`src/rtl/input_conditioner.sv`:
```
// Cabinet input conditioner: sync + debounce for buttons/coin/test, and coin credit pulse generator.
// Optional credit meter (coin_total, meter_clr) is built when INPUT_COND_COIN_METER_EN is defined.
module input_conditioner #(
    parameter int NUM_BTN          = 8,
    parameter int DEBOUNCE_TICKS   = 6,
    parameter int COIN_PULSE_TICKS = 40,
    parameter int COIN_GAP_TICKS   = 40,
    parameter int COIN_Q_DEPTH     = 4
) (
    input  logic               clk,
    input  logic               rst,
    input  logic               tick_en,
    input  logic [NUM_BTN-1:0] btn_raw,
    input  logic               coin_raw,
    input  logic               test_raw,
`ifdef INPUT_COND_COIN_METER_EN
    input  logic               meter_clr,
    output logic [15:0]        coin_total,
`endif
    output logic [NUM_BTN-1:0] buttons,
    output logic               coin_n,
    output logic               self_test,
    output logic [3:0]         coin_pending,
    output logic               coin_overflow
);

    localparam int NIN      = NUM_BTN + 2;
    localparam int COIN_BIT = NUM_BTN;
    localparam int TEST_BIT = NUM_BTN + 1;

    localparam logic [3:0] DB_LAST    = 4'(DEBOUNCE_TICKS - 1);
    localparam logic [3:0] Q_MAX      = 4'(COIN_Q_DEPTH);
    localparam logic [7:0] PULSE_LAST = 8'(COIN_PULSE_TICKS - 1);
    localparam logic [7:0] GAP_LAST   = 8'(COIN_GAP_TICKS - 1);

    typedef enum logic [1:0] {IDLE, PULSE, GAP} coin_state_t;

    logic [NIN-1:0] raw_all;
    logic [NIN-1:0] sync_p0, sync_p1;
    logic [NIN-1:0] stable_p2;
    logic [3:0]     db_cnt [NIN];
    coin_state_t    coin_state;
    logic [7:0]     coin_timer;
    logic           coin_enq, coin_deq;

    assign raw_all = {test_raw, coin_raw, btn_raw};

    // Stage p0/p1: two-flop synchroniser, every clk
    // Stage p2: per-bit debounce, only on tick_en
    always_ff @(posedge clk) begin
        if (rst) begin
            sync_p0   <= '0;
            sync_p1   <= '0;
            stable_p2 <= '0;
            for (int i = 0; i < NIN; i++) db_cnt[i] <= '0;
        end else begin
            sync_p0 <= raw_all;
            sync_p1 <= sync_p0;
            if (tick_en) begin
                for (int i = 0; i < NIN; i++) begin
                    if (sync_p1[i] == stable_p2[i]) begin
                        db_cnt[i] <= '0;
                    end else if (db_cnt[i] == DB_LAST) begin
                        stable_p2[i] <= sync_p1[i];
                        db_cnt[i]    <= '0;
                    end else begin
                        db_cnt[i] <= db_cnt[i] + 4'd1;
                    end
                end
            end
        end
    end

    assign buttons   = stable_p2[NUM_BTN-1:0];
    assign self_test = stable_p2[TEST_BIT];

    // Enqueue fires on the same edge that the debounced coin level goes 0->1
    assign coin_enq = tick_en && sync_p1[COIN_BIT] && !stable_p2[COIN_BIT]
                      && (db_cnt[COIN_BIT] == DB_LAST);
    assign coin_deq = tick_en && (coin_state == IDLE) && (coin_pending != 4'd0);

    always_ff @(posedge clk) begin
        if (rst) begin
            coin_pending  <= 4'd0;
            coin_overflow <= 1'b0;
        end else begin
            case ({coin_enq, coin_deq})
                2'b10: begin
                    if (coin_pending == Q_MAX) coin_overflow <= 1'b1;
                    else                       coin_pending  <= coin_pending + 4'd1;
                end
                2'b01:   coin_pending <= coin_pending - 4'd1;
                default: ;
            endcase
        end
    end

    always_ff @(posedge clk) begin
        if (rst) begin
            coin_state <= IDLE;
            coin_timer <= 8'd0;
            coin_n     <= 1'b1;
        end else if (tick_en) begin
            case (coin_state)
                IDLE: begin
                    if (coin_pending != 4'd0) begin
                        coin_state <= PULSE;
                        coin_timer <= PULSE_LAST;
                        coin_n     <= 1'b0;
                    end
                end
                PULSE: begin
                    if (coin_timer == 8'd0) begin
                        coin_state <= GAP;
                        coin_timer <= GAP_LAST;
                        coin_n     <= 1'b1;
                    end else begin
                        coin_timer <= coin_timer - 8'd1;
                    end
                end
                GAP: begin
                    if (coin_timer == 8'd0) coin_state <= IDLE;
                    else                    coin_timer <= coin_timer - 8'd1;
                end
                default: begin
                    coin_state <= IDLE;
                    coin_n     <= 1'b1;
                end
            endcase
        end
    end

`ifdef INPUT_COND_COIN_METER_EN
    // A clear coinciding with a dequeue wins
    always_ff @(posedge clk) begin
        if (rst || meter_clr) coin_total <= 16'd0;
        else if (coin_deq)    coin_total <= coin_total + 16'd1;
    end
`endif

endmodule

```
`config.mk`:
```
export PLATFORM = sky130hd
export DESIGN_NAME = input_conditioner
export DESIGN_NICKNAME = d
export VERILOG_FILES = /design/src/rtl/input_conditioner.sv
export SDC_FILE = /design/constraint.sdc
export NUM_CORES = 1
export LEC_CHECK = 0
export CORE_ASPECT_RATIO = 1.25
export CORE_UTILIZATION = 50
export DETAILED_ROUTE_END_ITERATION = 10
export GPL_ROUTABILITY_DRIVEN = 0
export PLACE_DENSITY = 0.83
export SYNTH_ARGS = -nofsm -noshare
export SYNTH_HDL_FRONTEND = slang
export SYNTH_SLANG_ARGS = --single-unit
```
`constraint.sdc`:
```
create_clock -name clk -period 1.98 [get_ports clk]
set_input_delay 0.396 -clock clk [delete_from_list [all_inputs] [get_ports clk]]
set_output_delay 0.396 -clock clk [all_outputs]
set_load 0.005 [all_outputs]
```
==> impl_results.md, run 1 <==
- Port buffer count: 27
- Buffer depth of the longest clock path: 2
- Status: finished, violations left
- CTS sink cnt: 86
- Final setup violation count: 0
- Share of cells above drive strength 1: 14.50%
- Clk root buf: clkbuf_8
- Num rows: 37
- Post-Syn Area: 4298 sq um
- Die W: between 80 and 90 microns
- Net Count, Synth: 449
- Worst Setup End Kind: flop
- Yosys warnings: 0
- Average cell area after synthesis: 10.51 sq um
- DIE HEIGHT: 105.7 microns
- HP Class: input pin to flop
- Reg clk slew, reported paths: around 0.08 ns
- Violated checks: DRC
- Clk_lat worst skew: 0.36 ns
- DRT Wirelength: 8211 microns
- Starting Density: 51.86%
- Vias in the first global route: 3096
- Synth cell types: 51
- Total gr overflow: 0
- Max Clock Skew: ~0.012 ns
- Top cell type's share of synthesized area: between 20% and 30%
- Initial antenna violation count: 0
- Final min period: ~1.9 ns
- Final net count: between 400 and 500
- EDFF count, synth: 40
- Max Transition Viols Final: 0
- Worst EP required: between 2 and 2.5 ns
- Die ar.: around 9000 sq um
- Number of I/O pins: 28
- Worst path bufs/invs: 2
- First-pass GRT wire length: 13550 microns
- CP Max Fanout: 7
- Total Routing Usage GR: 18.96%
- CTS tree: done
- Antenna viol nets, final: 0
- Leak: 2.037 nW
- RSZ-0062 raised after global routing: yes
- Post-synth top area cell: edfxtp_1
- Worst path cell trace: inv_1 > ha_4 > nor4b_4 > buf_4 > a311oi_4 > a211oi_2 > o32ai_1
- Most area-consuming cells after synthesis: edfxtp_1 (28%), dfxtp_1 (21%), ha_1 (7.9%)
- Crit Path Class: flop to flop
- DRC Markers: 4
- Area grow syn2layout: 18.78%
- Routed len/inst: roughly 15 microns
- Syn Inst Count: 409
- Final period util: 97.79%
- Cell area after layout: 5105 sq um
- Max stage delay on crit path: 0.46 ns
- Placed inst area: 4757 sq um
- Most frequent cells in the layout: nor2_1 (61), dfxtp_1 (43), edfxtp_1 (40)
- Vias: ~3000
- Worst-Margin Slew: approximately 0.43 ns
- Final HPWL DP: 5658 microns
- Largest net degree at the start of global routing: 41
- Top FF cell, synth: dfxtp_1
- Fmax: a little over 500 MHz
- Final hold violations: 0
- Drt via density: between 5 and 6
- Startpoint types: flop
- Delay-heaviest family, CP: compound AO/OA/AOI/OAI gates
- Slew headroom: 71.33%
- Antenna diode count: 0
- Post-synthesis sequential element count: 86
- FFs w/ async S/R, synth: 0%
- Seq/Total Area, Yosys: 49.37%
- Arr. time, crit path: 2.19 ns
- Finished Core Util: 61.60%
- Max_cap viols: 0
- Core ar.: 8287 sq um
- Slowest CP cell: a311oi_4
- Power Dens Cells: 925.2 nW/um^2
- Fillers: roughly 670
- CTS buffer count: 9
- Starting DRT DRC Count: approximately 190
- Leading cell type in the layout, fill and taps excluded: nor2_1
- DRT Pass-1 Iters: 7
- H-tree levels: 3
- Max VDD drop: 888.8 uV
-- registers in the layout, summed over array words and instances (netlist names) --
| signal | cells |
|---|---|
| coin_state | 2 |
| coin_n | 1 |
| coin_timer | 8 |
| sync_p0 | 10 |
| coin_pending | 4 |
| sync_p1 | 10 |
| coin_overflow | 1 |
| stable_p2 | 10 |
| db_cnt | 40 |
-- worst register-to-register path, cell delays in order (launching register included) --
cell,delay [ns]
dfxtp_2,0.36
inv_1,0.08
ha_4,0.18
nor4b_4,0.13
buf_4,0.18
a311oi_4,0.46
a211oi_2,0.14
o32ai_1,0.31
-- report_power, final --
part           switching (mW)  internal [mW]
registers               0.121           1.98
clock network           0.602          0.570
logic                   0.779          0.672
total                    1.50           3.22
-- per-layer routing --
layer	track usage [%]	up-vias	share of wire (%)
met5	0	-	0
li1	-	1526	-
met2	34.20	74	52
met4	7.385	0	1.5
met1	21.97	1467	43
met3	3.681	15	3.9
-- Yosys cell counts (2+ instances only) --
library cell  number
or3_1              3
nor3_1            10
nor2_1            62
mux2_2             2
xor2_1            20
a311oi_1           3
and2b_1            2
mux2i_1           13
a221oi_1           2
a21oi_1            9
nand2b_1           7
clkbuf_1           8
nand4_1            2
xnor2_1           10
a31oi_1            4
o21ai_0            4
o2bb2ai_1          2
clkbuf_2           2
o211ai_1           3
and3_1             2
nand3_1           22
nand2_1            7
a211oi_1           4
nor2b_1           23
ha_1              27
inv_1             20
nand4b_1          10
dfxtp_1           46
edfxtp_1          40
o32ai_1            2
buf_4              9
nand3b_1          10
-- cell type report --
type / instances / area [sq um] / area share, %
clock buffers: 14 / 173.9 / 3.407
inverters: 20 / 75.07 / 1.471
clock inverters: 2 / 13.76 / 0.2696
repair buffers: 57 / 506.7 / 9.926
flip-flops and latches: 86 / 2126 / 41.64
well taps: 97 / 121.4 / 2.377
multi-input cells: 283 / 2088 / 40.91
-- cell families after synthesis --
| logic type | after synthesis | synth area share [%] |
|---|---|---|
| buf+inv | 40 | 4.367 |
| mux | 15 | 3.552 |
| compound gates | 45 | 7.861 |
| simple gates | 166 | 20.87 |
| fa+ha+maj | 27 | 7.860 |
| flops | 86 | 49.37 |
| xor+xnor | 30 | 6.113 |
-- worst paths after layout --
| path | startpoint | endpoint | slack [ns] | cells after the start |
|---|---|---|---|---|
| worst max-delay path | coin_timer[1] | coin_timer[3] | 0.04 | 7 |
| worst min-delay path | rst | coin_state[0] | 0.38 | 2 |
| worst max register to register | coin_timer[1] | coin_timer[3] | 0.04 | 7 |
| worst min register to register | sync_p0[3] | sync_p1[3] | 0.44 | 1 |
-- stage by stage --
step | instances | setup TNS (ns) | hold slack [ns] | worst slack [ns] | total power, mW
final | 559 | 0 | 0.3792 | 0.04374 | 4.723
after global routing | 559 | -0.1040 | 0.3776 | -0.07311 | 4.961
after CTS | 552 | 0 | 0.3659 | 0.01150 | 4.549
after detailed placement | 536 | -6.210 | 0.4218 | -0.2606 | 3.384
after global placement | 536 | -1.775 | 0.4211 | -0.1581 | 3.335
after floorplan | 409 | 0 | 0.4138 | 0.04812 | 2.947
-- timing repair --
| item | 4_1_cts | 5_1_grt |
|---|---|---|
| endpoints found under the setup margin | 0 | 7 |
| hold buffers | 0 | 0 |
| buffers inserted | 0 | 7 |
| gates resized for setup | 0 | 23 |
Power figures use the tool's default switching activity.
==> inputs of run 2 (changes only) <==
--- a/config.mk
+++ b/config.mk
@@ -7,6 +7,7 @@
 export LEC_CHECK = 0
 export CORE_ASPECT_RATIO = 1.25
 export CORE_UTILIZATION = 50
+export CTS_CLUSTER_DIAMETER = 200
 export DETAILED_ROUTE_END_ITERATION = 10
 export GPL_ROUTABILITY_DRIVEN = 0
 export PLACE_DENSITY = 0.83
==> results of run 2 <==
Same layout as run 1: the final DEF is identical, and so are final timing and power.
==> inputs of run 3 (changes only) <==
--- a/config.mk
+++ b/config.mk
@@ -5,12 +5,14 @@
 export SDC_FILE = /design/constraint.sdc
 export NUM_CORES = 1
 export LEC_CHECK = 0
+export CELL_PAD_IN_SITES_DETAIL_PLACEMENT = 1
+export CELL_PAD_IN_SITES_GLOBAL_PLACEMENT = 2
 export CORE_ASPECT_RATIO = 1.25
-export CORE_UTILIZATION = 50
+export CORE_UTILIZATION = 35
 export CTS_CLUSTER_DIAMETER = 200
 export DETAILED_ROUTE_END_ITERATION = 10
 export GPL_ROUTABILITY_DRIVEN = 0
-export PLACE_DENSITY = 0.83
+export PLACE_DENSITY = 0.86
 export SYNTH_ARGS = -nofsm -noshare
 export SYNTH_HDL_FRONTEND = slang
 export SYNTH_SLANG_ARGS = --single-unit
==> run 3 against run 2 <==
Effect of this change: the run now ends clean; largest cell class unchanged; power grew 8.9%; global-route usage shrank 3.3 points; register-to-register slack gained 0.07 ns; first-iteration DRC count shrank 43%; hold slack lost 0.059 ns; die area grew 42%; clock power grew 34%; critical path depth shrank 6.
==> impl_results.md, run 3 (synthesized netlist as in run 1, its figures left out) <==
- DRC Markers: 0
- R2R setup slack: 0.11 ns
- Antenna diode count: 0
- Final setup violation count: 0
- Max_cap viols: 0
- Drt via density: 5.024
- Max stage delay on crit path: 0.59 ns
- Final HPWL DP: 6683 microns
- Worst-Margin Slew: 0.5200 ns
- CTS sink cnt: 86
- Total gr overflow: 0
- Status: finished clean
- Starting DRT DRC Count: between 100 and 150
- Slowest CP cell: clkdlybuf4s50_1
- Worst Hold Path EP: coin_timer[2]
- Die ar.: 12730 sq um
- Worst slack, placed: -0.2672 ns
- Core ar.: 11780 sq um
- Reg clk slew, reported paths: 0.06 ns
- DIE HEIGHT: 125.9 microns
- Delay-heaviest family, CP: buffers and inverters
- Arr. time, crit path: 1.49 ns
- Most frequent cells in the layout: nor2_1 (60), dfxtp_1 (46), edfxtp_1 (40)
- RSZ-0062 raised after global routing: yes
- Fmax: 530.7 MHz
- Max Clock Skew: between 0.005 and 0.006 ns
- Initial antenna violation count: 0
- Number of I/O pins: 28
- CP Max Fanout: 10
- Clk root buf: clkbuf_16
- Max VDD drop: 566.6 uV
- Cts hold-fix bufs: 0
- First-pass GRT wire length: 15590 microns
- Final WS setup: between 0.09 and 0.1 ns
- Vias in the first global route: 3340
- Antenna viol nets, final: 0
- Startpoint types: flop
- DRT Wirelength: 9408 microns
- Num rows: 44
- Routed len/inst: roughly 15 microns
- Max Transition Viols Final: 0
- Worst EP required: 1.58 ns
- Worst path cell trace: clkdlybuf4s50_1
- Worst Setup End Kind: output pin
- Largest net degree at the start of global routing: 41
- Starting Density: 36.48%
- CTS buffer count: 9
- R2R Path Start: db_cnt[8][1]
- Area grow syn2layout: 23.14%
- Biggest register: db_cnt
- H-tree levels: 3
- Vias: 3170
- Slew headroom: 65.06%
- Leading cell type in the layout, fill and taps excluded: nor2_1
- Share of cells above drive strength 1: 14.47%
- Final period util: 95.17%
- Max reg flops: 40
- Crit Path Class: flop to output pin
- CTS tree: done
- Buffer depth of the longest clock path: 2
- Power Dens Cells: 971.7 nW/um^2
- Final hold violations: 0
- Leak: 2.116 nW
- Total Routing Usage GR: 15.70%
- DRT Pass-1 Iters: 4
- Hold_sp: rst
- HP Class: input pin to flop
- Clk_lat worst skew: 0.34 ns
- Depth of the most critical reg-to-reg path: 8
- Port buffer count: 27
- TNS Setup: 0 ns
- Final min period: 1.884 ns
- Crit Reg-Reg Endpoint: coin_pending[2]
- Hold Path Stages: 2
- Die W: roughly 100 microns
- Final net count: 505
- Hold_ws: 0.3198 ns
- Worst path bufs/invs: 1
run 3: cell count changes in the layout (fill, tap and decap cells not counted), sizes merged:
cell and delta:
buf +8, inv -1, clkinv +1, clkinvlp -1, clkbuf +1
run 3: through the flow:
stage | util, % | cell area, sq um | instances | power, mW
finish | 44.92 | 5293 | 631 | 5.143
global route | 44.92 | 5293 | 631 | 5.416
CTS | 44.17 | 5204 | 627 | 5.132
detailed placement | 41.70 | 4912 | 610 | 3.540
global placement | 41.70 | 4912 | 610 | 3.483
floorplan | - | 4298 | 409 | 2.947
run 3: repair_timing:
item	CTS	global route
resized for setup	4	11
endpoints found under the setup margin	3	5
pin swaps	1	3
setup buffers	1	4
hold endpoints to repair	0	0
run 3: how the worst max path moves through the flow:
stage / startpoint / slack [ns] / to / cells past startpoint
6_report: coin_pending[1] / 0.1 / coin_pending[1] / 1
5_1_grt: db_cnt[8][1] / -0.02 / coin_pending[2] / 8
4_1_cts: db_cnt[8][0] / 0.002 / coin_pending[2] / 9
3_5_place_dp: tick_en / -0.27 / coin_pending[2] / 9
3_3_place_gp: tick_en / -0.18 / coin_pending[2] / 10
2_1_floorplan: db_cnt[8][1] / 0.05 / coin_pending[2] / 8
run 3: layout make-up:
| cell class | instances | area (sq um) |
|---|---|---|
| inverter | 20 | 75.07 |
| sequential | 86 | 2122 |
| multi-input combinational | 283 | 2054 |
| tap | 161 | 201.4 |
| clock inverter | 1 | 5.005 |
| clock buffer | 15 | 267.8 |
| timing repair buffer | 65 | 566.8 |
| fill | 1339 | 6489 |
run 3: report_power, final:
group / internal (mW) / switching [mW]
sequential: 1.98 / 0.107
clock: 0.919 / 0.651
combinational: 0.684 / 0.805
total: 3.58 / 1.56
run 3: metal layers:
| metal | vias to the layer above | routed length [microns] | track usage, % |
|---|---|---|---|
| li1 | 1546 | - | - |
| met1 | 1561 | 4192 | 18.51 |
| met2 | 46 | 4796 | 27.77 |
| met3 | 17 | 235 | 2.553 |
| met4 | 0 | 183 | 6.735 |
| met5 | - | 0 | 0 |
